$ cat src/rtl/pushsw_conditioner_if.sv
// Push-switch bundle: raw switch inputs in, debounced level / strobe / repeat-active out.
// Ports: PUSH (raw, async), LEVEL, PULSE, RPT_ACT; slave = conditioner side.
interface pushsw_conditioner_if #(
    parameter int N_SW = 2
);
    logic [N_SW-1:0] PUSH;
    logic [N_SW-1:0] LEVEL;
    logic [N_SW-1:0] PULSE;
    logic [N_SW-1:0] RPT_ACT;

    modport master (output PUSH, input LEVEL, input PULSE, input RPT_ACT);
    modport slave  (input PUSH, output LEVEL, output PULSE, output RPT_ACT);
endinterface

$ cat src/rtl/pushsw_conditioner.sv
// Push-switch front end: per channel 2-FF sync, debounce, press strobe, auto-repeat.
// Ports: CLK, RSTn (async, active-low), sw (slave: PUSH in; LEVEL, PULSE, RPT_ACT out).
module pushsw_conditioner #(
    parameter int   N_SW       = 2,
    parameter logic PRESS_LVL  = 1'b1,
    parameter int   DB_CYCLES  = 250000,
    parameter int   RPT_EN     = 1,
    parameter int   RPT_DELAY  = 25000000,
    parameter int   RPT_PERIOD = 5000000
) (
    input  logic                  CLK,
    input  logic                  RSTn,
    pushsw_conditioner_if.slave   sw
);
    localparam int DW   = $clog2(DB_CYCLES);
    localparam int RMAX = (RPT_DELAY > RPT_PERIOD) ? RPT_DELAY : RPT_PERIOD;
    localparam int RW   = $clog2(RMAX);

    localparam logic [DW-1:0] DB_LAST  = DW'(DB_CYCLES - 1);
    localparam logic [RW-1:0] DLY_LAST = RW'(RPT_DELAY - 1);
    localparam logic [RW-1:0] PER_LAST = RW'(RPT_PERIOD - 1);

    typedef enum logic [1:0] {RELEASED, HOLD, REPEAT} state_t;

    logic [N_SW-1:0] sync1, sync2, pressed;
    logic [N_SW-1:0] level_q, level_d;
    logic [N_SW-1:0] pulse_q, pulse_d;
    logic [N_SW-1:0] act_q;
    logic [DW-1:0]   cnt_q [N_SW];
    logic [DW-1:0]   cnt_d [N_SW];
    logic [RW-1:0]   rc_q  [N_SW];
    logic [RW-1:0]   rc_d  [N_SW];
    state_t          state_q [N_SW];
    state_t          state_d [N_SW];

    // raw level is synchronised first; polarity is folded in afterwards
    assign pressed = sync2 ~^ {N_SW{PRESS_LVL}};

    always_comb begin
        level_d = level_q;
        for (int i = 0; i < N_SW; i++) begin
            cnt_d[i] = '0;
            if (pressed[i] != level_q[i]) begin
                if (cnt_q[i] == DB_LAST) begin
                    level_d[i] = pressed[i];
                end else begin
                    cnt_d[i] = cnt_q[i] + 1'b1;
                end
            end
        end
    end

    // FSM looks at the next debounced level so that the press strobe
    // coincides with LEVEL rising and a release cancels a repeat at once
    always_comb begin
        pulse_d = '0;
        for (int i = 0; i < N_SW; i++) begin
            state_d[i] = state_q[i];
            rc_d[i]    = rc_q[i];
            unique case (state_q[i])
                RELEASED: begin
                    if (level_d[i]) begin
                        pulse_d[i] = 1'b1;
                        rc_d[i]    = '0;
                        state_d[i] = HOLD;
                    end
                end
                HOLD: begin
                    if (!level_d[i]) begin
                        state_d[i] = RELEASED;
                    end else if (RPT_EN != 0 && rc_q[i] == DLY_LAST) begin
                        pulse_d[i] = 1'b1;
                        rc_d[i]    = '0;
                        state_d[i] = REPEAT;
                    end else begin
                        rc_d[i] = rc_q[i] + 1'b1;
                    end
                end
                REPEAT: begin
                    if (!level_d[i]) begin
                        state_d[i] = RELEASED;
                    end else if (rc_q[i] == PER_LAST) begin
                        pulse_d[i] = 1'b1;
                        rc_d[i]    = '0;
                    end else begin
                        rc_d[i] = rc_q[i] + 1'b1;
                    end
                end
                default: state_d[i] = RELEASED;
            endcase
        end
    end

    always_ff @(posedge CLK or negedge RSTn) begin
        if (!RSTn) begin
            sync1   <= {N_SW{~PRESS_LVL}};
            sync2   <= {N_SW{~PRESS_LVL}};
            level_q <= '0;
            pulse_q <= '0;
            act_q   <= '0;
            for (int i = 0; i < N_SW; i++) begin
                cnt_q[i]   <= '0;
                rc_q[i]    <= '0;
                state_q[i] <= RELEASED;
            end
        end else begin
            sync1   <= sw.PUSH;
            sync2   <= sync1;
            level_q <= level_d;
            pulse_q <= pulse_d;
            for (int i = 0; i < N_SW; i++) begin
                cnt_q[i]   <= cnt_d[i];
                rc_q[i]    <= rc_d[i];
                state_q[i] <= state_d[i];
                act_q[i]   <= (state_d[i] == REPEAT);
            end
        end
    end

    assign sw.LEVEL   = level_q;
    assign sw.PULSE   = pulse_q;
    assign sw.RPT_ACT = act_q;
endmodule

$ cat src/flat_wrapper.sv
// flat-port wrapper written by rule: the top's interface ports become plain ports
module pushsw_conditioner_flat 
#(
    parameter int   N_SW       = 2,
    parameter logic PRESS_LVL  = 1'b1,
    parameter int   DB_CYCLES  = 250000,
    parameter int   RPT_EN     = 1,
    parameter int   RPT_DELAY  = 25000000,
    parameter int   RPT_PERIOD = 5000000
)
  (CLK, RSTn, sw_PUSH, sw_LEVEL, sw_PULSE, sw_RPT_ACT);
  pushsw_conditioner_if #(.N_SW(N_SW)) sw_i ();
  input  logic CLK;
  input  logic RSTn;
  input wire logic [$bits(sw_i.PUSH)-1:0] sw_PUSH;
  output wire logic [$bits(sw_i.LEVEL)-1:0] sw_LEVEL;
  output wire logic [$bits(sw_i.PULSE)-1:0] sw_PULSE;
  output wire logic [$bits(sw_i.RPT_ACT)-1:0] sw_RPT_ACT;
  assign sw_i.PUSH = sw_PUSH;
  assign sw_LEVEL = sw_i.LEVEL;
  assign sw_PULSE = sw_i.PULSE;
  assign sw_RPT_ACT = sw_i.RPT_ACT;
  pushsw_conditioner #(.N_SW(N_SW), .PRESS_LVL(PRESS_LVL), .DB_CYCLES(DB_CYCLES), .RPT_EN(RPT_EN), .RPT_DELAY(RPT_DELAY), .RPT_PERIOD(RPT_PERIOD)) u_core (.CLK(CLK), .RSTn(RSTn), .sw(sw_i));
endmodule
$ cat config.mk
export PLATFORM = sky130hd
export DESIGN_NAME = pushsw_conditioner_flat
export DESIGN_NICKNAME = d
export VERILOG_FILES = /design/src/rtl/pushsw_conditioner_if.sv /design/src/rtl/pushsw_conditioner.sv /design/src/flat_wrapper.sv
export SDC_FILE = /design/constraint.sdc
export NUM_CORES = 1
export LEC_CHECK = 0
export ABC_AREA = 1
export CORE_MARGIN = 2
export CORE_UTILIZATION = 50
export DETAILED_ROUTE_END_ITERATION = 10
export GPL_TIMING_DRIVEN = 0
export PLACE_DENSITY = 0.66
export SYNTH_ARGS = -nofsm -noshare
export SYNTH_HDL_FRONTEND = slang
export SYNTH_SLANG_ARGS = --single-unit
$ cat constraint.sdc
create_clock -name CLK -period 3.4 [get_ports CLK]
set_clock_uncertainty 0.15 [all_clocks]
set_input_delay 0.68 -clock CLK [delete_from_list [all_inputs] [get_ports CLK]]
set_output_delay 0.68 -clock CLK [all_outputs]
set_load 0.01 [all_outputs]
* Yosys cells after proc, flatten, opt, wreduce, memory -nomap -nowiden *
Cells that the tools add are included.

cells by class
  mux-type cells = 42
  equality and inequality tests = 20
  add/sub/neg operators = 4
  reduce and logical (&&, ||, !) cells = 6

operators with widths
  cell                   number
  $mux 25                10
  $pmux 25 s3            2
  $mux 18                4
  $add 25x1->25 const B  2
  $eq 25x23->1 const B   2
  $eq 25x25->1 const B   2
  $add 18x1->18 const B  2
  $eq 18x18->1 const B   2
  $mux 2                 8
  $mux 1                 14
  $ne 2x1->1 const B     6
  $pmux 2 s3             2
  $eq 2x2->1 const B     4
  $reduce_and 4->1       2
  $pmux 1 s3             2
  $reduce_bool 3->1      2
  $eq 2x1->1 const B     2
  $logic_not 2->1        2
  $ne 1x1->1             2

word-level totals
  register bits after elaboration = 100
  word-level logic and storage cells = 83
  bits of input ports = 4

* Logic depth before layout (Yosys ltp) *
  depth after elaboration = 6
  mapped depth = 13

* Least setup slack after synthesis *
No wires, ideal clock.

  kind = reg-to-reg
  start = register u_core.state_q[0] in the netlist's numbering
  end = register u_core.rc_q[14] in the netlist's numbering
  cell stages (with the launch flop) = 12
  period minus slack after synthesis = 1.840 ns
  required time = 3.132 ns
  arrival time = 1.572 ns
  setup slack = 1.560 ns
  buffers on the path = 2
  cell sequence = dfrtp_1 inv_1 ha_1 clkbuf_1 nor2_1 nand2_1 nand3_4 nand2_4 inv_4 buf_4 nand3_1 nand2_1

on the way
  longest elaborated chain between the ends = 3
  elaborated cells between the ends (all ways) = 9
  classes of those cells = eq/ne (5); mux (1); reduce/logical (3)

RTL lines
  item                                                              RTL line                   source
  from (decl)                                                       pushsw_conditioner.sv:33   state_t state_q [N_SW];
  from (signal, indexed assignment)                                 pushsw_conditioner.sv:114  state_q[i] <= state_d[i];
  $eq 2x2->1 (tied with other cells)                                pushsw_conditioner.sv:60   unique case (state_q[i])
  $ne 2x1->1 (no line) / $reduce_bool 3->1 (equally long branches)  --
  $reduce_and 4->1 (no line)                                        --
  to (signal, indexed assignment)                                   pushsw_conditioner.sv:113  rc_q[i] <= rc_d[i];
  to (decl)                                                         pushsw_conditioner.sv:31   logic [RW-1:0] rc_q [N_SW];

Parallel ways exist; a longest one is shown, timed or not.
A chain may end at the register's enable or synchronous reset.

* Worst setup path after layout *
  start = register u_core.rc_q[25] in the netlist's numbering
  end = register u_core.rc_q[37] in the netlist's numbering

on the way
  longest elaborated chain between the ends = 4
  elaborated cells between the ends (all ways) = 8
  classes of those cells = add/sub (1); eq/ne (2); mux (5)

RTL lines
  item                                   RTL line
  $add 25x1->25 (tied with other cells)  pushsw_conditioner.sv:76, pushsw_conditioner.sv:86
  $mux 25, on equally long branches      pushsw_conditioner.sv:82, pushsw_conditioner.sv:71
  $mux 25, on equally long branches      pushsw_conditioner.sv:80, pushsw_conditioner.sv:69
  $pmux 25 s3 *                          pushsw_conditioner.sv:60

Mark *: on every way between the ends. The rest lies on a longest branch, timed or not. The select of a mux whose other input is x is not followed.

==> metrics.txt <==
Post-synth top cells nand2_1, nor2_1, nand3_1; routed vias 6519; most frequent cell after synthesis nand2_1; Multi-input gate area 3740 um2; status completed; Logic pwr share 0.021; CTS buffer count 9; clock slew at reported path FFs 0.07 ns; Pwr Total 2.43 mW; crit end category flip-flop; final WL 17.5 mm; max-slew violations 0; RSZ-0062 raised after global routing no; Synth cell types 41; asr flop ratio synth 1.00; WL/cell 14.1 um; First-pass DRT Iterations 8; DRT iter0 DRCs 596; Buffers on Ports 9; hold_ws 0.136 ns; syn nets 1053; nets 1074; Leakage 3.60 nW; largest net degree at the start of global routing 65; gr usage total 0.255; FMAX 0.428 GHz; Synth-to-Final Area Change 9.74%; Seq cells post-synth 100; # diodes 0; Fin. Hold Viols 0; number of clock sinks 100; CTS tree done; met1 Track Usage GR 0.347; Hold Crit Class in -> async; Core Footprint 13300 um2; first-pass GRT wire length 29.9 mm; fill cell count 1342; Hold Buf Count CTS 0; routing usage on met2 0.419; die width 121 um; Detail Placement HPWL 12.8 mm; Die Y 121 um; Post-synth EDFFs 0; Crit Reg-Reg Startpoint u_core.rc_q[25]; post-synthesis average cell area 6.63 um2; switching share of power 0.217; initial antenna violation count 0; CTS root buf clkbuf_16; total number of yosys warnings 0; DRT antenna net count 0; Cells after Synth 1037; die area 14700 um2; # H-tree levels 3; Synth area leaders dfrtp_1, nand2_1, nor2_1, nand3_1, inv_1; ys flop type dfrtp_1; post-CTS setup buffer count 0; Fin Setup TNS 0 ns; internal reg-to-reg setup slack 1.06 ns; drc violations 0; Power Density 322 nW/um2; fin crit period 2.34 ns; arrival time worst endpoint 2.44 ns; pin slew with the least headroom to its limit 0.633 ns; Synth area leader dfrtp_1; Ports 10; grt peak-use layer met2; Startpoint Class flip-flop; final setup fails 0; register area share after synthesis 0.364; r2r worst-path depth 10; number of global-route vias before repair 6158; clock power share 0.484; CTS-repair resized insts 0; Cell Area, Synth 6880 um2; met3 Usage GRT 0.0414; Clock Latency Late Sink 0.36 ns; register area 2500 um2; Final Cycle Share 0.688; DR vias/cell 5.26; gpl congestion 0.914; fraction of layout cells with a size suffix above 1 0.0583; sequential power share 0.495; switching power 0.527 mW; Internal 1.90 mW; Starting Density 0.515; VDD IR max 223 uV; Max FO, Critical Path 10; row count 42; Synth top area share 0.364; GRT overflow 0; critical path class reg -> reg; critical path required time 3.50 ns; Slew headroom 0.578; max-cap violation count 0; worst r2r dst u_core.rc_q[37]; clock tree buffer depth 2
-- state kept, by name, indices dropped and copies added (netlist names) --
signal	count
u_core.rc_q	50
u_core.cnt_q	36
u_core.state_q	4
u_core.pressed	2
u_core.sw.LEVEL	2
u_core.sw.PULSE	2
u_core.sw.RPT_ACT	2
u_core.sync1	2
-- power by group through the flow --
stage	clock, mW	combinational [mW]	sequential, mW
5_1_grt	1.24	0.0602	1.20
6_report	1.18	0.0511	1.20
2_1_floorplan	0	0.0167	1.22
3_3_place_gp	0	0.0490	1.23
3_5_place_dp	0	0.0539	1.23
4_1_cts	1.20	0.0538	1.20
-- cell type report --
class | count | area share
well taps | 176 | 0.0292
multi-input cells | 786 | 0.495
plain buffers | 23 | 0.0202
inverters | 128 | 0.0640
clock buffers | 12 | 0.0340
clock inverters | 4 | 0.0103
repair buffers | 10 | 0.0153
flip-flops and latches | 100 | 0.332
-- metal layers --
layer  part of all wire  routed length [um]  vias up
met5                  0                   0        -
met4              0.018                 309        0
met3              0.040                 691       19
met2               0.47                8190      149
met1               0.47                8300     3005
li1                   -                   -     3346
-- through the flow --
stage | std cells | area (um2) | setup WS (ns) | utilization
5_1_grt | 1239 | 7540 | 0.878 | 0.565
6_report | 1239 | 7540 | 1.06 | 0.565
3_5_place_dp | 1223 | 7210 | 1.11 | 0.540
2_1_floorplan | 1037 | 6880 | 1.56 | -
4_1_cts | 1239 | 7540 | 1.10 | 0.565
3_3_place_gp | 1222 | 7190 | -2.38 | 0.538
-- worst max path at each step --
stage | start | to | slack [ns]
floorplan | u_core.state_q[0] | u_core.rc_q[14] | 1.56
global placement | RSTn | u_core.cnt_q[28] | -2.38
detailed placement | u_core.rc_q[25] | u_core.rc_q[37] | 1.11
CTS | u_core.rc_q[25] | u_core.rc_q[37] | 1.10
global route | u_core.rc_q[25] | u_core.rc_q[41] | 0.88
finish | u_core.rc_q[25] | u_core.rc_q[37] | 1.06
-- logic make-up (layout without fill, tap and decap cells) --
| logic type | after synthesis | in the layout | share of synthesized area |
|---|---|---|---|
| xor+xnor | 33 | 33 | 0.0420 |
| buf+inv | 151 | 177 | 0.0924 |
| simple gates | 674 | 674 | 0.426 |
| fa+ha+maj | 12 | 12 | 0.0218 |
| compound gates | 67 | 67 | 0.0539 |
| flops | 100 | 100 | 0.364 |
-- placed cells by master (no fill, tap or decap), types with 2 or more instances in the layout --
master	count
clkbuf_1	7
inv_6	2
nand4_1	35
nor3_2	2
clkbuf_16	9
clkbuf_8	2
o2111ai_1	2
o211ai_1	2
xnor2_1	5
nor2_4	3
xor2_1	28
inv_2	6
buf_4	2
clkdlybuf4s50_1	8
nand2_1	307
buf_1	4
buf_6	6
ha_1	12
nand2_4	2
a21oi_1	23
nand2_2	4
o21ai_1	13
o21bai_1	4
inv_1	120
nor3_1	11
or2_2	2
a31oi_1	3
bufinv_16	2
dfrtp_1	100
nor2_1	167
buf_2	5
nand3_4	2
nand3_1	122
nor4_1	2
nor3b_1	3
o21ai_0	17
nor2_2	9
-- critical path, stage by stage, from the launching register on --
cell     delay (ns)
dfrtp_1        0.51
ha_1           0.29
nand2_1        0.12
nor2_2         0.21
nand3_1        0.15
nor2_1         0.12
nand2_1        0.27
nand3_1        0.17
o21ai_0        0.09
nand3_1        0.08
nand2_1        0.06
(Power assumes the default switching activity.)
